[config.mk]
export PLATFORM = sky130hd
export DESIGN_NAME = idma_legalizer_burst_splitter
export DESIGN_NICKNAME = d
export VERILOG_FILES = /design/src/rtl/idma_legalizer_burst_splitter.sv
export SDC_FILE = /design/constraint.sdc
export NUM_CORES = 1
export LEC_CHECK = 0
export ABC_AREA = 1
export BUFFER_PORTS_ARGS = -buffer_cell sky130_fd_sc_hd__buf_2
export CORE_MARGIN = 4
export CORE_UTILIZATION = 45
export CTS_BUF_LIST = sky130_fd_sc_hd__clkbuf_4 sky130_fd_sc_hd__clkbuf_8
export CTS_CLUSTER_SIZE = 30
export DETAILED_ROUTE_END_ITERATION = 8
export PLACE_DENSITY = 0.76
export SYNTH_ARGS = -nofsm -noshare
export SYNTH_HDL_FRONTEND = slang
export SYNTH_SLANG_ARGS = --single-unit
[constraint.sdc]
create_clock -name clk_i -period 13.6 [get_ports clk_i]
set_clock_uncertainty 0.2 [all_clocks]
set_input_delay 0.68 -clock clk_i [delete_from_list [all_inputs] [get_ports clk_i]]
set_output_delay 0.68 -clock clk_i [all_outputs]
set_load 0.02 [all_outputs]
[src/rtl/idma_legalizer_burst_splitter.sv]
// Splits one 1D DMA transfer into bursts that never cross the active window.
// The window is one bus beat, the reduced burst window or the full burst window,
// and it is always capped to the hard page limit.
// Ports:
//   clk_i, rst_ni         clock, asynchronous active-low reset
//   req_*                 transfer request (valid/ready, addr, len, options)
//   burst_*               burst stream (valid/ready, addr, len, last)
//   busy_o                a transfer is being split
//   zero_len_err_o        one-cycle pulse after a len==0 request is accepted
//                         (present only with IDMA_BURST_SPLITTER_ZERO_LEN_ERR_EN)
module idma_legalizer_burst_splitter #(
    parameter int unsigned AddrWidth     = 32,
    parameter int unsigned LenWidth      = 32,
    parameter int unsigned OffsetWidth   = 2,
    parameter int unsigned MaxBeatsLog2  = 8,
    parameter int unsigned PageLimitLog2 = 12
) (
    input  logic                 clk_i,
    input  logic                 rst_ni,
    input  logic                 req_valid_i,
    output logic                 req_ready_o,
    input  logic [AddrWidth-1:0] req_addr_i,
    input  logic [LenWidth-1:0]  req_len_i,
    input  logic                 not_bursting_i,
    input  logic                 reduce_len_i,
    input  logic [2:0]           max_llen_i,
    output logic                 burst_valid_o,
    input  logic                 burst_ready_i,
    output logic [AddrWidth-1:0] burst_addr_o,
    output logic [LenWidth-1:0]  burst_len_o,
    output logic                 burst_last_o,
    output logic                 busy_o
`ifdef IDMA_BURST_SPLITTER_ZERO_LEN_ERR_EN
    ,
    output logic                 zero_len_err_o
`endif
);

    localparam int unsigned PW = PageLimitLog2 + 1;

    localparam logic [0:0] S_IDLE  = 1'b0;
    localparam logic [0:0] S_SPLIT = 1'b1;

    logic [0:0]           r_state;
    logic [AddrWidth-1:0] r_addr;
    logic [LenWidth-1:0]  r_len;
    logic                 r_nb;
    logic                 r_rl;
    logic [2:0]           r_llen;

    logic [7:0]           w_win_raw;
    logic [7:0]           w_win;
    logic [PW-1:0]        w_win_size;
    logic [PW-1:0]        w_off;
    logic [PW-1:0]        w_to_pb;
    logic [LenWidth-1:0]  w_to_pb_ext;
    logic [LenWidth-1:0]  w_blen;
    logic                 w_last;
    logic                 w_split;
    logic                 w_fire;
    logic                 w_req_fire;

    // Window log2, derived from the options frozen at acceptance.
    always_comb begin
        if (r_nb) begin
            w_win_raw = 8'(OffsetWidth);
        end else if (r_rl) begin
            w_win_raw = 8'(OffsetWidth) + {5'd0, r_llen};
        end else begin
            w_win_raw = 8'(OffsetWidth + MaxBeatsLog2);
        end
        if (w_win_raw > 8'(PageLimitLog2)) begin
            w_win = 8'(PageLimitLog2);
        end else begin
            w_win = w_win_raw;
        end
    end

    // Distance to the next window boundary: 1 .. 2^W.
    assign w_win_size  = PW'(1) << w_win;
    assign w_off       = {1'b0, r_addr[PageLimitLog2-1:0]} & (w_win_size - PW'(1));
    assign w_to_pb     = w_win_size - w_off;
    assign w_to_pb_ext = LenWidth'(w_to_pb);

    assign w_last     = (r_len <= w_to_pb_ext);
    assign w_blen     = w_last ? r_len : w_to_pb_ext;
    assign w_split    = (r_state == S_SPLIT);
    assign w_fire     = w_split & burst_ready_i;
    assign w_req_fire = req_valid_i & req_ready_o;

    assign req_ready_o   = ~w_split;
    assign burst_valid_o = w_split;
    assign busy_o        = w_split;
    assign burst_addr_o  = w_split ? r_addr : '0;
    assign burst_len_o   = w_split ? w_blen : '0;
    assign burst_last_o  = w_split & w_last;

    always_ff @(posedge clk_i or negedge rst_ni) begin
        if (!rst_ni) begin
            r_state <= S_IDLE;
            r_addr  <= '0;
            r_len   <= '0;
            r_nb    <= 1'b0;
            r_rl    <= 1'b0;
            r_llen  <= '0;
        end else if (w_req_fire && (req_len_i != '0)) begin
            r_state <= S_SPLIT;
            r_addr  <= req_addr_i;
            r_len   <= req_len_i;
            r_nb    <= not_bursting_i;
            r_rl    <= reduce_len_i;
            r_llen  <= max_llen_i;
        end else if (w_fire) begin
            r_addr <= r_addr + AddrWidth'(w_blen);
            r_len  <= r_len - w_blen;
            if (w_last) begin
                r_state <= S_IDLE;
            end
        end
    end

`ifdef IDMA_BURST_SPLITTER_ZERO_LEN_ERR_EN
    logic r_zle;

    // An empty request is consumed in IDLE and only flagged.
    always_ff @(posedge clk_i or negedge rst_ni) begin
        if (!rst_ni) begin
            r_zle <= 1'b0;
        end else begin
            r_zle <= w_req_fire && (req_len_i == '0);
        end
    end

    assign zero_len_err_o = r_zle;
`endif

endmodule

==> flow_summary.toml <==
[run_status]
outcome = "finished clean"

[global_routing]
use_met2 = 0.442
use_met1 = 0.340
busiest_layer = "met2"
maximum_number_of_pins_on_one_net_before_global_route_repair = 71
first_global_vias = 8510
global_route_met3_usage = 0.0386
antenna_found_initial = 0
grt_remaining_overflow = 0
grt_pass1_wl_um = 42500
globalRouteTotalUtil = 0.261

[synth]
synth_top_area_cell = "sky130_fd_sc_hd__dfrtp_1"
synth.yosys.warnings = 0
synth.yosys.seq_area_share = 0.216
synth_area_per_cell_um2 = 6.31
ys_ff_latch = 70
netlist_instances = 1283
asyncSetResetFlopFracSynth = 1.00
synthesized_cell_area_mm2 = 0.00809
yosysTopAreaCellShare = 0.216
synth_cell_type_count = 53
top_flip_flop_cell_by_instance_count_after_synthesis = "sky130_fd_sc_hd__dfrtp_1"
synth_commonest_cells = "sky130_fd_sc_hd__nand2_1, sky130_fd_sc_hd__inv_1, sky130_fd_sc_hd__nor2_1, sky130_fd_sc_hd__nand3_1, sky130_fd_sc_hd__dfrtp_1"
synth.top_cells.by_area = "sky130_fd_sc_hd__dfrtp_1, sky130_fd_sc_hd__nand2_1, sky130_fd_sc_hd__ha_1"
post-synth-top-count-cell = "sky130_fd_sc_hd__nand2_1"
synth-edff-count = 0

[worst_setup_path]
critPathSlowestCell = "sky130_fd_sc_hd__o21ai_0"
critical_path.endpoint_type = "flip-flop"
worst_setup_path_startpoint = "r_llen[1]"
reg2reg_to = "r_len[16]"
regToRegSetupSlack_ps = 5450
critPathMaxFanout = 24
critPathArrivalTime_ps = 8180
worst_r2r_path_depth = 39
critical_path.reg2reg.startpoint = "r_llen[1]"
critPathKind = "flip-flop to flip-flop"
path_common_cell = "sky130_fd_sc_hd__nand2_1"
worstPathRequired_ps = 13640
cp_slowest_stage_delay_ps = 550
category_of_the_worst_setup_path_launch_point = "flip-flop"

[drt]
routed_wirelength_um = 26300
detail_route.first_pass.iterations = 6
drc_errors = 0
postRouteAntennaNets = 0
vias_per_cell = 5.37
detailed_route_via_count = 8791
drtIter0Drc = 662
detail_route.wl_per_cell_um = 16.0

[finish]
area_growth_pct = 11.8
final_design_area_no_fill_mm2 = 0.00904
layout-drive-gt1-share = 0.144
antenna-diode-count = 0
layout.nets = 1549

[timing]
setup-tns-final_ps = 0
timing.final.max_slew_violations = 0
timing.slew.headroom = 0.246
post-route-min-period_ps = 8150
worst_hold_slack_ps = 244
max_slew.worst_pin.slew_ps = 1130
post-route-period-util = 0.599
fmaxAchievable_mhz = 123
timing_hold_violations_final = 0
rsz0062_at_grt = "no"
final_setup_fails = 0

[floorplanning]
die_x_um = 142
floorplan.core_area_mm2 = 0.0175
num_rows = 48
fp.dieArea_mm2 = 0.0202
initial_core_util = 0.463
top_level_ports = 141
dieHeight_um = 142

[cts]
htree_num_levels = 3
clockRootBuffer = "sky130_fd_sc_hd__clkbuf_8"
clock-sinks = 70
cts_hold_repair.buffers = 0
cts_tree = "done"
clock_latency_ps = 380
cts_post_setup_buffers_inserted = 0
post_cts.resized_instances = 0
cts_max_path_buffers = 2
cts.clk_slew.worst_paths_ps = 90
cts-buffers-inserted = 9

[placement]
dp_hpwl_um = 20800
gp_congestion = 0.995
postPlaceCellArea_mm2 = 0.00888
io_buf_count = 121

[run]
max_cap_violations = 0

[min_path]
hp-class = "input port to asynchronous set/reset pin"
[critical path: cells and delay by family (launching register included)]
family          cells  cell delay [ps]
buf+inv             4              420
simple gates       18             2640
xor+xnor            1              170
fa+ha+maj           6             1590
compound gates     10             2500
flops               1              470
[registers in the layout, indices dropped and copies added (netlist names)]
name,cells
r_len,32
r_addr,32
r_nb,1
r_llen,3
burst_valid_o,1
r_rl,1
[worst max path at each step]
stage | endpoint | slack [ps]
detailed placement | r_len[14] | 5700
floorplan | r_len[16] | 6920
global route | r_len[20] | 4650
global placement | r_len[16] | 5870
CTS | r_len[16] | 5650
finish | r_len[16] | 5450
[layout by cell type, fill, tap and decap left out, types with 4 or more instances in the layout]
| master | instances |
|---|---|
| sky130_fd_sc_hd__nand2_1 | 358 |
| sky130_fd_sc_hd__inv_1 | 180 |
| sky130_fd_sc_hd__buf_2 | 120 |
| sky130_fd_sc_hd__nor2_1 | 110 |
| sky130_fd_sc_hd__nand3_1 | 105 |
| sky130_fd_sc_hd__dfrtp_1 | 70 |
| sky130_fd_sc_hd__a21oi_1 | 66 |
| sky130_fd_sc_hd__ha_1 | 65 |
| sky130_fd_sc_hd__o21ai_0 | 56 |
| sky130_fd_sc_hd__conb_1 | 37 |
| sky130_fd_sc_hd__nand4_1 | 25 |
| sky130_fd_sc_hd__o211ai_1 | 23 |
| sky130_fd_sc_hd__xor2_1 | 17 |
| sky130_fd_sc_hd__nor3_1 | 15 |
| sky130_fd_sc_hd__nor4_1 | 13 |
| sky130_fd_sc_hd__nand2_2 | 11 |
| sky130_fd_sc_hd__inv_2 | 10 |
| sky130_fd_sc_hd__xnor2_1 | 10 |
| sky130_fd_sc_hd__a21o_1 | 10 |
| sky130_fd_sc_hd__o21ai_1 | 9 |
| sky130_fd_sc_hd__clkbuf_8 | 9 |
| sky130_fd_sc_hd__nor2_2 | 8 |
| sky130_fd_sc_hd__nand2_4 | 7 |
| sky130_fd_sc_hd__a31oi_1 | 7 |
| sky130_fd_sc_hd__or2_2 | 6 |
| sky130_fd_sc_hd__o221ai_1 | 6 |
| sky130_fd_sc_hd__nand3_2 | 5 |
| sky130_fd_sc_hd__buf_4 | 5 |
| sky130_fd_sc_hd__nor2_4 | 4 |
| sky130_fd_sc_hd__nand3b_1 | 4 |
| sky130_fd_sc_hd__and2_1 | 4 |
| sky130_fd_sc_hd__a21boi_0 | 4 |
[kinds of logic after synthesis]
family,Yosys count,share of synthesized area
adders and majority gates,68,0.108
xor gates and xnor gates,28,0.0312
AOI/OAI and AO/OA,194,0.142
DFF,70,0.216
other,1,0.000463
buffers and inverters,241,0.124
and+or+nand+nor,681,0.378
[metrics by stage]
step / instances / util / setup slack, ps
floorplan: 1319 / - / 6920
global placement: 1622 / 0.508 / 5870
detailed placement: 1622 / 0.508 / 5700
CTS: 1637 / 0.517 / 5650
global route: 1637 / 0.517 / 4650
finish: 1637 / 0.517 / 5450
[cell type report]
type	instances	area (um^2)
sequential	70	1750
clock inverter	4	25.0
timing repair buffer	125	638
fill	1779	8430
multi-input combinational	1008	5470
inverter	194	734
tap	225	282
clock buffer	11	139
[routing by layer]
metal	share of wire	vias to the layer above
li1	-	4374
met1	0.43	4032
met2	0.48	323
met3	0.067	62
met4	0.029	0
met5	0	-
Power is left out: the tool's default activity adds up to more than one toggle a clock period on the data nets, which glitch-free logic cannot reach.
